### src/rtl/sat_search_ctrl_pkg.sv
// rtl/sat_search_ctrl_pkg.sv - shared types and constants for the 3SAT search sequencer
package sat_pkg;

  typedef enum logic [1:0] {
    IDLE = 2'd0,
    EVAL = 2'd1,
    DONE = 2'd2
  } sat_state_e;

  // Settle counter width for a given LAT; never narrower than one bit.
  function automatic int lat_cnt_w(input int lat);
    return (lat < 1) ? 1 : $clog2(lat + 1);
  endfunction

  localparam int LAT_DEFAULT       = 0;
  localparam int LAT_CNT_W_DEFAULT = lat_cnt_w(LAT_DEFAULT);

endpackage

### src/rtl/sat_search_ctrl_if.sv
// rtl/sat_search_ctrl_if.sv - host and PLA-facing signal bundle of the search sequencer
interface sat_search_ctrl_if #(
  parameter int N = 10
);
  logic         start;
  logic         abort;
  logic         sat_in;
  logic [N-1:0] assign_out;
  logic         busy;
  logic         done;
  logic         found;
  logic [N-1:0] solution;
  logic [N:0]   sol_count;

  modport master (
    output start, abort, sat_in,
    input  assign_out, busy, done, found, solution, sol_count
  );

  modport slave (
    input  start, abort, sat_in,
    output assign_out, busy, done, found, solution, sol_count
  );
endinterface

### src/rtl/sat_search_ctrl_cand_counter.sv
// rtl/sat_search_ctrl_cand_counter.sv - N-bit candidate register with clear, increment and last flag
module sat_cand_counter #(
  parameter int N = 10
) (
  input  logic         clk,
  input  logic         rst_n,
  input  logic         i_clr,
  input  logic         i_inc,
  output logic [N-1:0] o_q,
  output logic         o_is_last
);
  logic [N-1:0] r_q;

  // Clear has priority so a restart never sees a stale increment.
  always_ff @(posedge clk or negedge rst_n) begin
    if (!rst_n) begin
      r_q <= '0;
    end else if (i_clr) begin
      r_q <= '0;
    end else if (i_inc) begin
      r_q <= r_q + 1'b1;
    end
  end

  assign o_q       = r_q;
  assign o_is_last = &r_q;
endmodule

### src/rtl/sat_search_ctrl.sv
// rtl/sat_search_ctrl.sv - brute-force 3SAT search sequencer driving the clause PLA
// Optional macro SAT_SEARCH_COUNT_ALL_EN: keep searching after a hit and count every solution.
module sat_search_ctrl
  import sat_pkg::*;
#(
  parameter int N   = 10,
  parameter int LAT = 0
) (
  input  logic             clk,
  input  logic             rst_n,
  sat_search_ctrl_if.slave bus
);
  localparam int            CW    = lat_cnt_w(LAT);
  localparam logic [CW-1:0] LAT_C = CW'(LAT);

`ifdef SAT_SEARCH_COUNT_ALL_EN
  localparam bit COUNT_ALL = 1'b1;
`else
  localparam bit COUNT_ALL = 1'b0;
`endif

  sat_state_e   r_state;
  logic [CW-1:0] r_cnt;
  logic         r_busy;
  logic         r_done;
  logic         r_found;
  logic [N-1:0] r_solution;
  logic [N:0]   r_sol_count;

  logic         w_sample;
  logic         w_clr;
  logic         w_inc;
  logic         w_is_last;
  logic [N-1:0] w_cand;

  assign w_sample = (r_state == EVAL) && (r_cnt == LAT_C);
  assign w_clr    = !bus.abort && bus.start && (r_state != EVAL);
  // A hit only stops the walk when counting all solutions is disabled.
  assign w_inc    = !bus.abort && w_sample && !w_is_last && (COUNT_ALL || !bus.sat_in);

  sat_cand_counter #(
    .N (N)
  ) u_cand (
    .clk       (clk),
    .rst_n     (rst_n),
    .i_clr     (w_clr),
    .i_inc     (w_inc),
    .o_q       (w_cand),
    .o_is_last (w_is_last)
  );

  always_ff @(posedge clk or negedge rst_n) begin
    if (!rst_n) begin
      r_state     <= IDLE;
      r_cnt       <= '0;
      r_busy      <= 1'b0;
      r_done      <= 1'b0;
      r_found     <= 1'b0;
      r_solution  <= '0;
      r_sol_count <= '0;
    end else if (bus.abort) begin
      r_state <= IDLE;
      r_busy  <= 1'b0;
      r_done  <= 1'b0;
      r_found <= 1'b0;
    end else begin
      case (r_state)
        IDLE, DONE: begin
          if (bus.start) begin
            r_state     <= EVAL;
            r_cnt       <= '0;
            r_busy      <= 1'b1;
            r_done      <= 1'b0;
            r_found     <= 1'b0;
            r_sol_count <= '0;
          end
        end
        EVAL: begin
          if (!w_sample) begin
            r_cnt <= r_cnt + 1'b1;
          end else begin
            r_cnt <= '0;
            if (bus.sat_in) begin
              r_sol_count <= r_sol_count + 1'b1;
              if (!r_found) begin
                r_solution <= w_cand;
                r_found    <= 1'b1;
              end
            end
            if ((bus.sat_in && !COUNT_ALL) || w_is_last) begin
              r_state <= DONE;
              r_busy  <= 1'b0;
              r_done  <= 1'b1;
            end
          end
        end
        default: r_state <= IDLE;
      endcase
    end
  end

  assign bus.assign_out = w_cand;
  assign bus.busy       = r_busy;
  assign bus.done       = r_done;
  assign bus.found      = r_found;
  assign bus.solution   = r_solution;
  assign bus.sol_count  = r_sol_count;
endmodule

### src/flat_wrapper.sv
// flat-port wrapper written by rule: the top's interface ports become plain ports
module sat_search_ctrl_flat import sat_pkg::*;
#(
  parameter int N   = 10,
  parameter int LAT = 0
)
  (clk, rst_n, bus_start, bus_abort, bus_sat_in, bus_assign_out, bus_busy, bus_done, bus_found, bus_solution, bus_sol_count);
  sat_search_ctrl_if #(.N(N)) bus_i ();
  input  logic clk;
  input  logic rst_n;
  input wire logic [$bits(bus_i.start)-1:0] bus_start;
  input wire logic [$bits(bus_i.abort)-1:0] bus_abort;
  input wire logic [$bits(bus_i.sat_in)-1:0] bus_sat_in;
  output wire logic [$bits(bus_i.assign_out)-1:0] bus_assign_out;
  output wire logic [$bits(bus_i.busy)-1:0] bus_busy;
  output wire logic [$bits(bus_i.done)-1:0] bus_done;
  output wire logic [$bits(bus_i.found)-1:0] bus_found;
  output wire logic [$bits(bus_i.solution)-1:0] bus_solution;
  output wire logic [$bits(bus_i.sol_count)-1:0] bus_sol_count;
  assign bus_i.start = bus_start;
  assign bus_i.abort = bus_abort;
  assign bus_i.sat_in = bus_sat_in;
  assign bus_assign_out = bus_i.assign_out;
  assign bus_busy = bus_i.busy;
  assign bus_done = bus_i.done;
  assign bus_found = bus_i.found;
  assign bus_solution = bus_i.solution;
  assign bus_sol_count = bus_i.sol_count;
  sat_search_ctrl #(.N(N), .LAT(LAT)) u_core (.clk(clk), .rst_n(rst_n), .bus(bus_i));
endmodule
### config.mk
export PLATFORM = sky130hd
export DESIGN_NAME = sat_search_ctrl_flat
export DESIGN_NICKNAME = d
export VERILOG_FILES = /design/src/rtl/sat_search_ctrl_pkg.sv /design/src/rtl/sat_search_ctrl_if.sv /design/src/rtl/sat_search_ctrl_cand_counter.sv /design/src/rtl/sat_search_ctrl.sv /design/src/flat_wrapper.sv
export SDC_FILE = /design/constraint.sdc
export NUM_CORES = 1
export LEC_CHECK = 0
export ABC_AREA = 0
export CORE_MARGIN = 2
export CORE_UTILIZATION = 40
export DETAILED_ROUTE_END_ITERATION = 10
export GPL_TIMING_DRIVEN = 0
export PLACE_DENSITY = 0.66
export SLEW_MARGIN = 40
export SYNTH_ARGS = -nofsm -noshare
export SYNTH_HDL_FRONTEND = slang
export SYNTH_SLANG_ARGS = --single-unit
export TNS_END_PERCENT = 50
### constraint.sdc
create_clock -name clk -period 3.1 [get_ports clk]
set_input_delay 0.465 -clock clk [delete_from_list [all_inputs] [get_ports clk]]
set_output_delay 0.465 -clock clk [all_outputs]
set_load 0.03 [all_outputs]
==> impl_metrics.tcl <==
set metrics [dict create \
    final_core_util_pct 55.04 \
    setup_tns_ps 0 \
    critPathLaunchType "input pin" \
    dieArea_um2 5256 \
    rows 24 \
    antenna_found_initial 0 \
    final_cells 274 \
    grt_pass1_vias 1572 \
    seqPwrFrac_pct 49.7 \
    die_height_um 72.50 \
    cts_buffer_depth 2 \
    comb_power_share_pct 15.3 \
    start_util_pct 42.23 \
    powerDensity_nw_per_um2 429.0 \
    synth_edf_count 0 \
    status "finished clean" \
    fmax_mhz 513.9 \
    r2r.worst_path.cells 6 \
    final_nets 228 \
    power_frac_clock_pct 35.0 \
    synth_area_leader_cell "dfrtp_1" \
    power.leakage_nw 1.028 \
    dp_cells 266 \
    htree_levels 2 \
    rsz0062_at_grt "false" \
    dp_hpwl_mm 3.141 \
    layout_min_cycle_time_ps 1946 \
    cts_tree "yes" \
    pre_cts_slack_ps 799.7 \
    syn_avg_cell_area_um2 10.72 \
    drt_wl_total_mm 4.188 \
    ant_nets 0 \
    cts_sinks 37 \
    hold_violations 0 \
    drive_gt1_share_pct 13.96 \
    fin_crit_sh_pct 62.77 \
    tightest_slew_ps 491.4 \
    fill_cells 387 \
    grt-ovfl-total 0 \
    grt_usage_pct 17.51 \
    power_switching_uw 278.9 \
    synth_flop_cell "dfrtp_1" \
    cts_made_buffers 5 \
    netlist.area_leader.share_pct 49.33 \
    cp_data_required_time_ps 3260 \
    ys_ff_latch 37 \
    syn_area_um2 1877 \
    via_per_inst 5.551 \
    maxCapViolCount 0 \
    syn_nets 182 \
    grt_pass1_wl_mm 7.182 \
    postSynth.asyncResetShare_pct 100.0 \
    yosysSeqAreaShare_pct 49.33 \
    critPathArrivalTime_ps 2110 \
    synth_cells 175 \
    boundaryPins 39 \
    setup_viol_count_final 0 \
    antenna_cells 0 \
    ys_types 42 \
    dieWidth_um 72.50 \
    crit_path_end_kind "register" \
    path_max_fanout 10 \
    fin_skew_ps 5.153 \
    wire_per_inst_um 15.28 \
    root_buffer "clkbuf_8" \
    drtIter0Drc 67 \
    switching_share_pct 26.57 \
    synth.area.top_cells "dfrtp_1, mux2_2, nand2_1" \
    area_growth_syn_to_layout_pct 30.33 \
    slew_violations 0 \
    hold_path_class "input pin to asynchronous set/reset pin" \
    slew_headroom_pct 67.17 \
    worstSetupPathType "input pin to register" \
    timing.rr.start "u_core.u_cand.o_q[0]" \
    ir_drop_mv 0.2595 \
    gp_congestion 0.8221 \
    r2r-end "u_core.u_cand.o_q[2]" \
    cts_setup_buffers 0 \
    internal_power_uw 770.5 \
    total_power_mw 1.049 \
    yosysWarnings 0 \
    coreArea_um2 4444 \
    r2r_slack_ps 1240 \
    clk_pin_slew_worst_paths_ps 70 \
    hold_buffers 0 \
    grt_max_degree 20 \
    dr.pass1.iters 4 \
    cts-resized-gates 0 \
    final_cell_mix "clkdlybuf4s50_1, dfrtp_1, nand2_1, mux2_2" \
    vias 1521 \
    drc_errors 0 \
    clock_latency_ps 290 \
    setup_slack_ps 1154 \
    io_buffers 38 \
]
critical path: stages:
cell and delay (ps):
clkdlybuf4s50_1 470, clkbuf_1 240, nor4b_1 470, nand4_1 170, o211ai_1 190, o31ai_1 100
synthesized netlist by cell type, types with 2 or more instances:
cell      number
inv_1          5
mux2_2        11
mux2i_1        4
nand2_1       15
and3b_1        2
buf_6          2
and2_1         2
nor2_1        10
o211ai_1       5
xnor2_1        3
clkbuf_1       2
and4_1         3
o31ai_1        7
nor3_1         3
nand4b_1       2
a21oi_1       10
ha_1           2
o21ai_0        4
a211oi_1       3
nand3_1        6
nand4_1        3
or4_1          4
or3_1          4
dfrtp_1       37
nand2b_1       6
nor2b_1        4
power groups by stage:
stage | Combinational, mW | Clock [mW] | Sequential (mW)
floorplan | 0.0598 | 0 | 0.562
global placement | 0.157 | 0 | 0.530
detailed placement | 0.162 | 0 | 0.530
CTS | 0.163 | 0.380 | 0.521
global route | 0.177 | 0.403 | 0.524
finish | 0.160 | 0.368 | 0.522
layout make-up:
type	instances	area (um2)	share of cell area (%)
Buffer	6	42.54	1.739
Clock buffer	7	96.34	3.939
Clock inverter	1	5.005	0.2046
Inverter	5	18.77	0.7673
Multi-Input combinational cell	127	889.6	36.37
Sequential cell	37	925.9	37.85
Tap cell	52	65.06	2.660
Timing Repair Buffer	39	402.9	16.47
kinds of logic (layout without fill, tap and decap cells):
kind of cell / after synthesis / count (layout) / synth area share (%)
and+or+nand+nor: 72 / 72 / 23.73
xor gates and xnor gates: 4 / 4 / 1.867
buffers and inverters: 11 / 58 / 3.267
adders and majority gates: 2 / 2 / 1.333
DFF: 37 / 37 / 49.33
AOI/OAI and AO/OA: 34 / 34 / 11.73
muxes: 15 / 15 / 8.733
stage by stage:
stage               hold slack, ps  cell area (um2)
floorplan                    169.4             1877
global placement             486.6             2322
detailed placement           447.1             2345
CTS                          137.4             2446
global route                 151.7             2446
finish                       131.2             2446
registers in the layout, summed over array words and instances, names as in the netlist:
name / cells
u_core.bus.sol_count: 11
u_core.bus.solution: 10
u_core.r_cnt: 1
u_core.bus.busy: 1
u_core.r_state: 2
u_core.u_cand.o_q: 10
u_core.bus.done: 1
u_core.bus.found: 1
routing by layer:
layer	part of all wire [%]	track usage, %	vias to the layer above
met5	0	0	-
met4	0.60	5.967	0
met3	3.2	4.306	2
met2	50	29.46	30
met1	46	22.04	755
li1	-	-	734
worst max-delay path by stage:
stage          slack, ps  depth (start not counted)                endpoint                 start
2_1_floorplan       1310                          6    u_core.u_cand.o_q[3]  u_core.u_cand.o_q[0]
5_1_grt              930                          6    u_core.u_cand.o_q[9]             bus_abort
4_1_cts             1110                          6    u_core.u_cand.o_q[9]             bus_abort
3_3_place_gp         780                          1  u_core.bus.solution[6]                 rst_n
6_report            1150                          6    u_core.u_cand.o_q[9]             bus_abort
3_5_place_dp         800                          6    u_core.u_cand.o_q[9]             bus_abort
Note: power is estimated with default switching activity, not from simulation.
